==> config.mk <==
export PLATFORM = sky130hd
export DESIGN_NAME = float_div_pipeline_flat
export DESIGN_NICKNAME = d
export VERILOG_FILES = /design/src/rtl/float_div_pipeline_if.sv /design/src/rtl/float_div_pipeline.sv /design/src/flat_wrapper.sv
export SDC_FILE = /design/constraint.sdc
export NUM_CORES = 1
export LEC_CHECK = 0
export ABC_AREA = 1
export CAP_MARGIN = 20
export CORE_UTILIZATION = 62
export DETAILED_ROUTE_END_ITERATION = 12
export PLACE_DENSITY = 0.9
export SLEW_MARGIN = 20
export SYNTH_ARGS = -nofsm -noshare
export SYNTH_HDL_FRONTEND = slang
export SYNTH_SLANG_ARGS = --single-unit
export TNS_END_PERCENT = 50
==> constraint.sdc <==
create_clock -name clk -period 3.7 [get_ports clk]
set_input_delay 0.74 -clock clk [delete_from_list [all_inputs] [get_ports clk]]
set_output_delay 0.74 -clock clk [all_outputs]
set_load 0.02 [all_outputs]
==> src/rtl/float_div_pipeline_if.sv <==
// Request/acknowledge bus of the iterative float divider: operands in, result plus status out.
interface float_div_pipeline_if #(
  parameter int float_width = 32
);
  logic                   req;
  logic [float_width-1:0] a;
  logic [float_width-1:0] b;
  logic [float_width-1:0] out;
  logic                   ack;
  logic                   busy;

  modport master (output req, a, b, input out, ack, busy);
  modport slave  (input req, a, b, output out, ack, busy);
endinterface

==> src/rtl/float_div_pipeline.sv <==
// Iterative single-precision divider: radix-2 restoring mantissa division, one quotient bit
// per cycle, truncating result; zero operands skip the iteration and complete in one cycle.
module float_div_pipeline #(
  parameter int float_width = 32
) (
  input  logic                 clk,
  input  logic                 rst,
  float_div_pipeline_if.slave  bus
);
  localparam int exp_msb  = float_width - 2;
  localparam int frac_msb = float_width - 10;

  typedef enum logic [1:0] {IDLE, DIVIDE, NORMALIZE, PACK} state_t;

  state_t             state;
  logic               sign;
  logic               za;
  logic               zb;
  logic signed [9:0]  exp;
  logic [23:0]        mb;
  logic [25:0]        rem;
  logic [24:0]        q;
  logic [4:0]         cnt;
  logic [22:0]        mant;
  logic [31:0]        out_r;
  logic               ack_r;
  logic               busy_r;

  logic [7:0]  ea;
  logic [7:0]  eb;
  logic        za_in;
  logic        zb_in;
  logic        rem_ge;
  logic [25:0] rem_sub;

  assign ea      = bus.a[exp_msb -: 8];
  assign eb      = bus.b[exp_msb -: 8];
  assign za_in   = (ea == 8'd0);
  assign zb_in   = (eb == 8'd0);
  assign rem_ge  = (rem >= {2'b00, mb});
  assign rem_sub = rem - {2'b00, mb};

  assign bus.out  = out_r;
  assign bus.ack  = ack_r;
  assign bus.busy = busy_r;

  // NOTE: state and datapath are all non-blocking so every branch below reads pre-edge values.
  always_ff @(posedge clk) begin
    if (rst) begin
      state  <= IDLE;
      sign   <= 1'b0;
      za     <= 1'b0;
      zb     <= 1'b0;
      exp    <= '0;
      mb     <= '0;
      rem    <= '0;
      q      <= '0;
      cnt    <= '0;
      mant   <= '0;
      out_r  <= '0;
      ack_r  <= 1'b0;
      busy_r <= 1'b0;
    end else begin
      case (state)
        IDLE: begin
          ack_r <= 1'b0;
          if (bus.req) begin
            sign   <= bus.a[float_width-1] ^ bus.b[float_width-1];
            za     <= za_in;
            zb     <= zb_in;
            exp    <= {2'b00, ea} - {2'b00, eb} + 10'd127;
            mb     <= {1'b1, bus.b[frac_msb:0]};
            rem    <= {2'b01, bus.a[frac_msb:0]};
            q      <= '0;
            cnt    <= '0;
            busy_r <= 1'b1;
            state  <= (za_in || zb_in) ? PACK : DIVIDE;
          end
        end
        DIVIDE: begin
          if (rem_ge) begin
            rem <= rem_sub << 1;
            q   <= {q[23:0], 1'b1};
          end else begin
            rem <= rem << 1;
            q   <= {q[23:0], 1'b0};
          end
          cnt <= cnt + 5'd1;
          if (cnt == 5'd24) state <= NORMALIZE;
        end
        NORMALIZE: begin
          // Quotient lies in (0.5, 2): either the integer bit is set or one left shift fixes it.
          if (q[24]) begin
            mant <= q[23:1];
          end else begin
            mant <= q[22:0];
            exp  <= exp - 10'sd1;
          end
          state <= PACK;
        end
        PACK: begin
          if (za && zb)             out_r <= 32'h7FC0_0000;
          else if (zb)              out_r <= {sign, 8'hFF, 23'h0};
          else if (za)              out_r <= {sign, 31'h0};
          else if (exp <= 10'sd0)   out_r <= {sign, 31'h0};
          else if (exp >= 10'sd255) out_r <= {sign, 8'hFF, 23'h0};
          else                      out_r <= {sign, exp[7:0], mant};
          ack_r  <= 1'b1;
          busy_r <= 1'b0;
          state  <= IDLE;
        end
        default: state <= IDLE;
      endcase
    end
  end
endmodule

==> src/flat_wrapper.sv <==
// flat-port wrapper written by rule: the top's interface ports become plain ports
module float_div_pipeline_flat 
#(
  parameter int float_width = 32
)
  (clk, rst, bus_req, bus_a, bus_b, bus_out, bus_ack, bus_busy);
  float_div_pipeline_if #(.float_width(float_width)) bus_i ();
  input  logic clk;
  input  logic rst;
  input wire logic [$bits(bus_i.req)-1:0] bus_req;
  input wire logic [$bits(bus_i.a)-1:0] bus_a;
  input wire logic [$bits(bus_i.b)-1:0] bus_b;
  output wire logic [$bits(bus_i.out)-1:0] bus_out;
  output wire logic [$bits(bus_i.ack)-1:0] bus_ack;
  output wire logic [$bits(bus_i.busy)-1:0] bus_busy;
  assign bus_i.req = bus_req;
  assign bus_i.a = bus_a;
  assign bus_i.b = bus_b;
  assign bus_out = bus_i.out;
  assign bus_ack = bus_i.ack;
  assign bus_busy = bus_i.busy;
  float_div_pipeline #(.float_width(float_width)) u_core (.clk(clk), .rst(rst), .bus(bus_i));
endmodule
== Word level (Yosys, flattened, before mapping) ==
Cells that the tools add are included.
Widths: inputs -> output; s select.
Storage, ports and cells
  register bits: 152
  bits of input ports: 67
  output and inout port bits: 34
  logic and storage cells: 66
Operators by class
  add/subtract/negate cells: 5
  magnitude comparators: 3
  eq/ne operators: 7
  muxes and demuxes: 24
  bitwise gates (word level): 1
  reduce and logical (&&, ||, !) cells: 13
Operator list (number)
  $mux 31: 4
  $mux 26: 2
  $pmux 26 s2: 1
  $pmux 25 s2: 1
  $mux 32: 1
  $ge 26x24->1: 1
  $mux 25: 1
  $sub 25x24->25: 1
  $mux 23: 1
  $mux 10: 2
  $pmux 10 s2: 1
  $logic_not 8->1: 2
  $add 10x7->10 const B: 1
  $ge 10x9->1 const B: 1
  $le 10x1->1 const B: 1
  $pmux 5 s2: 1
  $sub 10x2->10 const B: 1
  $sub 8x8->9: 1
  $pmux 2 s4: 1
  $reduce_and 2->1: 4
  $mux 2: 3
  $reduce_bool 2->1: 3
  $add 5x1->5 const B: 1
  $eq 5x5->1 const B: 1
  12 further kinds: 16

== Depth between registers and ports, before layout ==
Gate-level depths: netlist (run 1).
  depth after elaboration: 6
  mapped depth: 15
  gate-level depth less buffers: 15

== Least setup slack after synthesis (run 1) ==
Ideal clock, no wire load.
  path kind: in2reg
  start: input bus_b[24]
  end: register u_core.exp[8]
  library setup time: 119 ps
  arrival time: 2053 ps
  data required time: 3581 ps
  path slack: 1528 ps
  stages on the path: 14
  buffers on the path: 0
  path through: inv_1 -> ha_1 -> xnor2_1 -> inv_1 -> ha_1 -> inv_1 -> nor2_1 -> nand2_1 -> nor2_1 -> nand3_1 -> nand2_1 -> nand2_1 -> nand3_1 -> a21oi_1
On the way
  word-level cells in the longest chain between the ends: 4
RTL lines
  start, declared: line flat_wrapper.sv:12  | input wire logic [$bits(bus_i.b)-1:0] bus_b;
  $sub 8x8->9: line float_div_pipeline.sv:71  | exp <= {2'b00, ea} - {2'b00, eb} + 10'd127;
  $add 10x7->10: line float_div_pipeline.sv:71
  $mux 10: line float_div_pipeline.sv:67  | if (bus.req) begin
  $pmux 10 s2: line float_div_pipeline.sv:64  | case (state)
  end signal, assigned: line float_div_pipeline.sv:71
  end signal, assigned: line float_div_pipeline.sv:97  | exp <= exp - 10'sd1;
  end, declared: line float_div_pipeline.sv:19  | logic signed [9:0] exp;
No other way between the ends. The select of a mux whose other input is x is not followed.
A chain may end at the register's enable or synchronous reset.

== Worst setup path in the final report (run 1) ==
  start: register u_core.mb[13]
  end: register u_core.rem[21]
On the way
  word-level cells in the longest chain between the ends: 3
  elaborated cells between the ends (all ways): 4
  those cells by class: add/sub (1); order compare (1); mux (2)
RTL lines
  start, declared: line float_div_pipeline.sv:20  | logic [23:0] mb;
  start signal, assigned: line float_div_pipeline.sv:72  | mb <= {1'b1, bus.b[frac_msb:0]};
  $sub 25x24->25 or $ge 26x24->1 (tied branches): line float_div_pipeline.sv:41, float_div_pipeline.sv:40
  $mux 26 (*): line float_div_pipeline.sv:81  | if (rem_ge) begin
  $pmux 26 s2 (*): line float_div_pipeline.sv:64
  end signal, assigned: line float_div_pipeline.sv:73  | rem <= {2'b01, bus.a[frac_msb:0]};
  end signal, assigned: line float_div_pipeline.sv:82  | rem <= rem_sub << 1;
  end signal, assigned: line float_div_pipeline.sv:85  | rem <= rem << 1;
  end, declared: line float_div_pipeline.sv:21  | logic [25:0] rem;
Every way passes the cells marked *; elsewhere a longest branch is shown, timed or not.

==> results of run 1 <==
==> sequential cells by signal, summed over array words and instances (netlist names), 2 cells and up <==
name            flops
u_core.state        2
u_core.exp         10
u_core.q           25
u_core.bus.out     32
u_core.rem         26
u_core.cnt          5
u_core.mant        23
u_core.mb          24
==> cell type report <==
class                      count  area, um2
clock inverter                14        126
fill                        1131       3400
timing repair buffer         117       1120
tap                          180        225
sequential                   152       3040
multi-input combinational    913       4790
inverter                     212        796
clock buffer                  17        425
==> worst paths after layout <==
check / start / endpoint / slack, ns / cells past startpoint
worst max-delay path: u_core.mb[13]$_SDFFE_PP0P_ / u_core.rem[21]$_SDFFE_PP0P_ / 1.09 / 13
worst min-delay path: u_core.mb[17]$_SDFFE_PP0P_ / u_core.mb[17]$_SDFFE_PP0P_ / 0.46 / 2
worst max register to register: u_core.mb[13]$_SDFFE_PP0P_ / u_core.rem[21]$_SDFFE_PP0P_ / 1.09 / 13
worst min register to register: u_core.mb[17]$_SDFFE_PP0P_ / u_core.mb[17]$_SDFFE_PP0P_ / 0.46 / 2
==> worst max-delay path, delay by kind of cell, from the launching register on <==
family,cells,cell delay (ns)
AOI/OAI and AO/OA,2,0.56
adders and majority gates,1,0.34
buffers and inverters,2,0.11
DFF,1,0.30
and+or+nand+nor,8,1.24
==> layer usage <==
metal	part of all wire (%)	up-vias
met3	5.4	54
met5	0	-
li1	-	4565
met2	49	291
met1	42	4201
met4	3.1	0
==> cells by family after synthesis <==
kind of cell | count (synthesis) | share of synthesized area (%)
buf+inv | 275 | 11.9
compound gates | 329 | 20.9
xor+xnor | 14 | 1.38
fa+ha+maj | 43 | 6.13
simple gates | 527 | 25.5
flops | 152 | 34.2
==> layout by cell type, fill, tap and decap left out, types with 10 or more instances in the layout <==
cell | Yosys | layout
nand2_1 | 295 | 295
nand4_1 | 33 | 33
clkdlybuf4s50_1 | 0 | 99
xnor2_1 | 11 | 11
nor3_1 | 10 | 10
a32oi_1 | 21 | 21
o21ai_0 | 100 | 100
nand3_1 | 88 | 88
buf_4 | 0 | 17
a21oi_1 | 160 | 160
inv_1 | 205 | 205
dfxtp_1 | 152 | 152
nor2_1 | 78 | 78
clkbuf_16 | 0 | 17
ha_1 | 42 | 42
o211ai_1 | 35 | 35
==> metrics by stage <==
step	hold WS, ns	power [mW]	worst slack (ns)	instance area, um2
floorplan	0.433	6.82	1.53	8890
global placement	0.446	8.07	0.894	9980
detailed placement	0.451	8.18	0.870	9980
CTS	0.461	9.88	1.14	10500
global route	0.475	10.9	0.902	10500
finish	0.457	9.94	1.09	10500
==> power breakdown <==
| part | internal [mW] | switching (mW) | leakage, nW |
|---|---|---|---|
| registers | 2.03 | 0.291 | 1.24 |
| clock network | 0.883 | 0.768 | 0.269 |
| logic | 1.99 | 3.98 | 3.21 |
| total | 4.90 | 5.04 | 4.72 |
==> flow_summary.ini, run 1 <==
[outcome]
status = completed

[detailed_routing]
wl_um = 23800
drc = 0
drtIter0Drc = 789
wl_per_cell_um = 14.9
first_pass_iters = 5
vias = 9111
antenna_left = 0
via_per_inst = 5.68

[critical_path]
startpoint_type = flop
slowest_stage = a21oi_4
crit_fanout = 26
crit_top_cell = nand2_1
critPathMaxStageDelay_ns = 0.41
path_cells = inv_1, ha_1, nand2_1, inv_1, nand2_1, nand2_1, nand2_1, nand2_1, a21oi_4, nand3_4, nand3_1, nand3_1, a21oi_1
criticalPathCategory = reg2reg
end_kind = flop
crit_arrival_ns = 2.97
cp.required_ns = 4.06

[synth]
synthCells = 1340
synth_edf_count = 0
synthTopCellsByArea = dfxtp_1, nand2_1, a21oi_1
synth_cell_types = 40
async_flop_share_pct = 0
synth.cell_area_um2 = 8890
ys.flop_type = dfxtp_1
seq_area_frac_synth_pct = 34.2
synth_seq_cells = 152
synth_common_cells = nand2_1, inv_1, a21oi_1
synth_top_cell_area_share_pct = 34.2
yosysTopAreaCell = dfxtp_1
ys.warnings.count = 0
syn_nets = 1450
syn_avg_cell_area_um2 = 6.64
synthMostInstantiatedCell = nand2_1

[finish]
syn_to_final_growth_pct = 18.4
layout-drive-gt1-share_pct = 4.84
antenna_cells = 0
fin_util_pct = 75.6
nets = 1523
stdcell_count = 1605

[placed_design]
place_hpwl_um = 16500
gp_congestion = 1.01
io_buffers = 100
placed_cells_incl_taps = 1574

[grt]
met1_usage_pct = 38.0
grt_pass1_vias = 8730
grt_max_degree = 60
grt_overflow = 0
grt_util_met2_pct = 58.8
busiest_layer = met2
antenna_found_initial = 0
grt_pass1_wl_um = 39300
track_usage_pct = 33.3
grtUsageMet3_pct = 5.52

[floorplan]
core_area_um2 = 13900
die_area_um2 = 14800
start_util_pct = 63.8
die_x_um = 122
pin_count = 101
die_y_um = 122
fp-row-count = 43

[clock_tree]
postCtsHoldBufs = 0
clockBufferDepth = 2
cts_resized = 0
cts-root-buf = clkbuf_16
clk_latency_ns = 0.43
cts_buffers = 17
clk_pin_slew_ns = 0.07
ctsHtreeMaxLevel = 4
cts.sinks = 152
cts_tree = yes
postCtsSetupBuffers = 0

[timing]
maxSlewViolCount = 0
fmax_ghz = 0.383
relSlewSlack_pct = 48.6
period_needed_ns = 2.61
setup-tns-final_ns = 0
fin_crit_sh_pct = 70.5
tightest_slew_ns = 0.766
hold_viol = 0
finalClockSkew_ns = 0.00783
setup_viol = 0
rsz0062_at_grt = false

[power_and_ir_drop]
leakage_nw = 4.72
power.density_nw_per_um2 = 944
ir_worst_vdd_mv = 0.553

[worst_hold_path]
hold_class = reg2reg

[flow_run]
max_cap_violations = 0
Note: power is estimated with default switching activity, not from simulation.
==> run 2, diff against run 1 <==
--- a/config.mk
+++ b/config.mk
@@ -7,9 +7,9 @@
 export LEC_CHECK = 0
 export ABC_AREA = 1
 export CAP_MARGIN = 20
-export CORE_UTILIZATION = 62
+export CORE_UTILIZATION = 57
 export DETAILED_ROUTE_END_ITERATION = 12
-export PLACE_DENSITY = 0.9
+export PLACE_DENSITY = 0.84
 export SLEW_MARGIN = 20
 export SYNTH_ARGS = -nofsm -noshare
 export SYNTH_HDL_FRONTEND = slang
==> constraint.sdc (replaced) <==
create_clock -name clk -period 2.7 [get_ports clk]
set_input_delay 0.54 -clock clk [delete_from_list [all_inputs] [get_ports clk]]
set_output_delay 0.54 -clock clk [all_outputs]
set_load 0.02 [all_outputs]
==> flow_summary.ini, run 2 (synthesis gave the netlist of run 1 again) <==
[critical_path]
criticalPathCategory = reg2reg
end_kind = flop
crit_fanout = 26
critPathMaxStageDelay_ns = 0.44
crit_family = simple AND/OR/NAND/NOR gates
slowest_stage = fa_1
cp.required_ns = 2.98
critical_path_buf_inv_count = 2
crit_arrival_ns = 2.62
crit_top_cell = nand2_1
path_cells = inv_1, ha_1, inv_1, fa_1, nand3_1, nand3_1, nand2_2, nand3_4, nand2_1, nand2_1, nand2_1, a21oi_1
startpoint_type = flop

[clock_tree]
clk_pin_slew_ns = 0.07
cts_buffers = 17
cts_resized = 0
ctsHtreeMaxLevel = 4
clk_latency_ns = 0.44
postCtsSetupBuffers = 0
postCtsHoldBufs = 0
clockBufferDepth = 2
cts.sinks = 152
cts_tree = yes
cts-root-buf = clkbuf_16

[grt]
grt_pass1_vias = 8298
track_usage_pct = 30.1
grt_max_degree = 60
antenna_found_initial = 0
grt_pass1_wl_um = 39200
grt_overflow = 0

[finish]
layout-drive-gt1-share_pct = 4.97
layout_commonest_cell = nand2_1
mostFrequentLayoutCells = nand2_1, inv_1, a21oi_1, dfxtp_1, o21ai_0
syn_to_final_growth_pct = 19.5
stdcell_count = 1616
nets = 1525
fillers = 1350
final_area_um2 = 10600
largest_reg_flops = 32
antenna_cells = 0

[floorplan]
core_area_um2 = 15200
die_area_um2 = 16100
fp-row-count = 45
pin_count = 101
die_y_um = 127
start_util_pct = 58.5
die_x_um = 127

[timing]
setup-tns-final_ns = 0
finalClockSkew_ns = 0.0129
rsz0062_at_grt = false
period_needed_ns = 2.34
fmax_ghz = 0.428
tightest_slew_ns = 0.955
hold_viol = 0
setup_viol = 0
fin_crit_sh_pct = 86.6
relSlewSlack_pct = 36.3
maxSlewViolCount = 0

[flow_run]
max_cap_violations = 0

[power_and_ir_drop]
p_total_mw = 13.9
power.density_nw_per_um2 = 1310
ir_worst_vdd_mv = 0.690
leakage_nw = 4.76

[detailed_routing]
wl_um = 24000
vias = 8994
via_per_inst = 5.57
drtIter0Drc = 552
antenna_left = 0
wl_per_cell_um = 14.9
first_pass_iters = 5
drc = 0

[placed_design]
gp_congestion = 0.953
place_area_um2 = 10000
io_buffers = 100
place_hpwl_um = 16200
placed_cells_incl_taps = 1584

[outcome]
status = completed

[worst_hold_path]
hold_class = reg2reg
==> run 2: cell types whose count changed in the layout (fill, tap and decap cells not counted), sizes merged <==
cell	delta
clkinv	+3
buf	+2
inv	-4
clkinvlp	-1
bufinv	+2
clkbuf	+1
==> run 2: worst register-to-register path, cell delays in order (launching register included) <==
cell     delay (ns)
dfxtp_1        0.31
inv_1          0.07
ha_1           0.14
inv_1          0.07
fa_1           0.44
nand3_1        0.11
nand3_1        0.14
nand2_2        0.13
nand3_4        0.30
nand2_1        0.23
nand2_1        0.11
nand2_1        0.07
a21oi_1        0.05
==> run 2: cell type report <==
type | count | area (um2) | share of cell area [%]
clock inverters | 14 | 184 | 1.73
well taps | 188 | 235 | 2.21
flip-flops and latches | 152 | 3040 | 28.6
clock buffers | 18 | 429 | 4.04
inverters | 212 | 796 | 7.49
multi-input cells | 913 | 4790 | 45.1
repair buffers | 119 | 1150 | 10.8
==> run 2: final timing paths <==
| path | startpoint | end | slack (ns) | cells past startpoint |
|---|---|---|---|---|
| setup / recovery | u_core.rem[0]$_SDFFE_PP0P_ | u_core.rem[24]$_SDFFE_PP0P_ | 0.36 | 12 |
| hold / removal | u_core.mb[18]$_SDFFE_PP0P_ | u_core.mb[18]$_SDFFE_PP0P_ | 0.46 | 2 |
| hold reg to reg | u_core.mb[18]$_SDFFE_PP0P_ | u_core.mb[18]$_SDFFE_PP0P_ | 0.46 | 2 |
| setup reg to reg | u_core.rem[0]$_SDFFE_PP0P_ | u_core.rem[24]$_SDFFE_PP0P_ | 0.36 | 12 |
==> run 2: power breakdown <==
part | switching [mW] | internal (mW) | leakage [nW]
clock | 1.07 | 1.40 | 0.295
sequential | 0.387 | 2.79 | 1.24
combinational | 5.48 | 2.76 | 3.22
==> run 2: stage by stage <==
step	utilization [%]	setup WS, ns	hold slack [ns]
after floorplan	-	0.728	0.433
after global placement	65.9	0.114	0.449
after detailed placement	65.9	0.0305	0.453
after CTS	69.9	0.380	0.463
after global routing	69.9	0.202	0.481
final	69.9	0.361	0.459
==> run 2: layer usage <==
metal,up-vias,global-route usage [%],part of all wire [%],wire length (um)
met5,-,0,0,0
met4,0,12.1,2.1,514
met3,43,5.27,4.8,1160
met2,264,53.5,49,11800
met1,4125,36.0,44,10600
li1,4562,-,-,-
==> run 3, diff against run 2 <==
--- a/config.mk
+++ b/config.mk
@@ -7,9 +7,11 @@
 export LEC_CHECK = 0
 export ABC_AREA = 1
 export CAP_MARGIN = 20
-export CORE_UTILIZATION = 57
+export CELL_PAD_IN_SITES_DETAIL_PLACEMENT = 2
+export CELL_PAD_IN_SITES_GLOBAL_PLACEMENT = 2
+export CORE_UTILIZATION = 31
 export DETAILED_ROUTE_END_ITERATION = 12
-export PLACE_DENSITY = 0.84
+export PLACE_DENSITY = 0.83
 export SLEW_MARGIN = 20
 export SYNTH_ARGS = -nofsm -noshare
 export SYNTH_HDL_FRONTEND = slang
==> flow_summary.ini, run 3 (synthesis gave the netlist of run 1 again) <==
[finish]
fin_util_pct = 38.9
largest_reg_flops = 32
layout-drive-gt1-share_pct = 5.31
final-seq-area_um2 = 3040
antenna_cells = 0
multiInputGateArea_um2 = 4790
nets = 1528
syn_to_final_growth_pct = 22.7
fillers = 3367
mostFrequentLayoutCells = nand2_1, inv_1, a21oi_1, dfxtp_1, o21ai_0
layout_commonest_cell = nand2_1

[worst_hold_path]
hold_class = reg2reg
whs_endpoint = u_core.mb[18]$_SDFFE_PP0P_
hold_depth = 2
hp-start = u_core.mb[18]$_SDFFE_PP0P_

[detailed_routing]
first_pass_iters = 4
drc = 0
antenna_left = 0
wl_met1_um = 14300
wl_um = 32600
met3_length_um = 909
maxUsedRoutingLayer = met4
wl_per_cell_um = 18.0
drtIter0Drc = 354
vias = 9431
wl_met2_um = 16800
via_per_inst = 5.21

[timing]
setup_slack_ns = 0.248
fin_crit_sh_pct = 90.8
fmax_ghz = 0.408
setup_viol = 0
maxSlewViolCount = 0
tightest_slew_ns = 0.753
finalClockSkew_ns = 0.0139
fin_hold_ws_ns = 0.462
period_needed_ns = 2.45
relSlewSlack_pct = 49.8
rsz0062_at_grt = false
hold_viol = 0

[critical_path]
crit_arrival_ns = 2.82
end_kind = flop
crit_family = simple AND/OR/NAND/NOR gates
critPathMaxStageDelay_ns = 0.47
ff2ff_path_depth = 13
reg2reg_from = u_core.rem[0]$_SDFFE_PP0P_
crit_top_cell = nand3_1
critical_path_buf_inv_count = 2
crit_fanout = 4
ff2ff_setup_slack_ns = 0.25
r2r_end = u_core.rem[23]$_SDFFE_PP0P_
criticalPathCategory = reg2reg
slowest_stage = fa_1
cp.required_ns = 3.07
startpoint_type = flop
path_cells = inv_1, ha_1, inv_1, fa_1, nand3_1, nand3_1, nand2_1, nand2_1, nand3_1, nand3_1, nand2_1, nand3_1, a21oi_1

[power_and_ir_drop]
switchingPower_mw = 7.80
switching_share_pct = 53.0
seqPwrFrac_pct = 21.8
p_total_mw = 14.7
intPower_mw = 6.91
p_clk_share_pct = 17.1
ir_worst_vdd_mv = 0.557
pwr-share-comb_pct = 61.1
power.density_nw_per_um2 = 1350
leakage_nw = 4.78

[clock_tree]
cts_buffers = 17
cts_tree = yes
cts-root-buf = clkbuf_16
clockBufferDepth = 2
postCtsHoldBufs = 0
clk_pin_slew_ns = 0.08
postCtsSetupBuffers = 0
clk_latency_ns = 0.45
ctsHtreeMaxLevel = 4
cts.sinks = 152
cts_resized = 0

[outcome]
status = completed

[grt]
grt_overflow = 0
grt_pass1_wl_um = 53400
antenna_found_initial = 0
grt_max_degree = 60
track_usage_pct = 23.2
grt_pass1_vias = 10400

[placed_design]
io_buffers = 100
dp_slack_ns = -0.138
place_hpwl_um = 22700
gp_congestion = 0.845

[floorplan]
start_util_pct = 31.7
fp-row-count = 61
die_area_um2 = 29400
die_y_um = 171
core_area_um2 = 28000
die_x_um = 171
pin_count = 101

[flow_run]
max_cap_violations = 0
run 3: changes by cell type in the layout (fill, tap and decap cells not counted), moves of 2 or more:
cell       change
buf_4          +2
bufinv_16      -2
clkinv_8       +3
inv_12         +2
run 3: how the worst max path moves through the flow:
| stage | startpoint | end | cells after the start |
|---|---|---|---|
| finish | u_core.rem[0]$_SDFFE_PP0P_ | u_core.rem[23]$_SDFFE_PP0P_ | 13 |
| global route | u_core.mb[21]$_SDFFE_PP0P_ | u_core.rem[3]$_SDFFE_PP0P_ | 12 |
| CTS | u_core.rem[0]$_SDFFE_PP0P_ | u_core.rem[23]$_SDFFE_PP0P_ | 13 |
| detailed placement | bus_b[24] | u_core.exp[9]$_SDFFE_PP0P_ | 14 |
| global placement | bus_b[24] | u_core.exp[8]$_SDFFE_PP0P_ | 14 |
| floorplan | bus_b[24] | u_core.exp[8]$_SDFFE_PP0P_ | 14 |
run 3: routing by layer:
metal  track usage, %  up-vias
met2             43.7      149
met1             27.0     4657
met5                0        -
met3             2.67       45
met4             7.26        0
li1                 -     4580
run 3: per-stage QoR:
step                instance area, um2  TNS [ns]  instances
finish                           10900         0       1809
global route                     10900         0       1809
CTS                              10900         0       1809
detailed placement               10300    -0.423       1777
global placement                 10300         0       1777
floorplan                         8890         0       1340
run 3: layout make-up:
class / count / area share [%]
flip-flops and latches: 152 / 27.9
clock buffers: 17 / 3.90
clock inverters: 15 / 1.75
well taps: 378 / 4.34
repair buffers: 122 / 10.9
multi-input cells: 913 / 43.9
inverters: 212 / 7.30
run 3: power by group through the flow:
stage                     clock, mW  combinational, mW  sequential, mW
final                          2.52               8.99            3.20
after global routing           2.67               10.1            3.27
after CTS                      2.59               9.06            3.20
after detailed placement          0               8.82            3.24
after global placement            0               8.46            3.22
after floorplan                   0               6.20            3.14
run 3: worst reg2reg max path, cell delays in order, from the launching register on:
cell     delay (ns)
dfxtp_1        0.32
inv_1          0.08
ha_1           0.15
inv_1          0.09
fa_1           0.47
nand3_1        0.16
nand3_1        0.20
nand2_1        0.14
nand2_1        0.15
nand3_1        0.20
nand3_1        0.13
nand2_1        0.09
nand3_1        0.08
a21oi_1        0.16
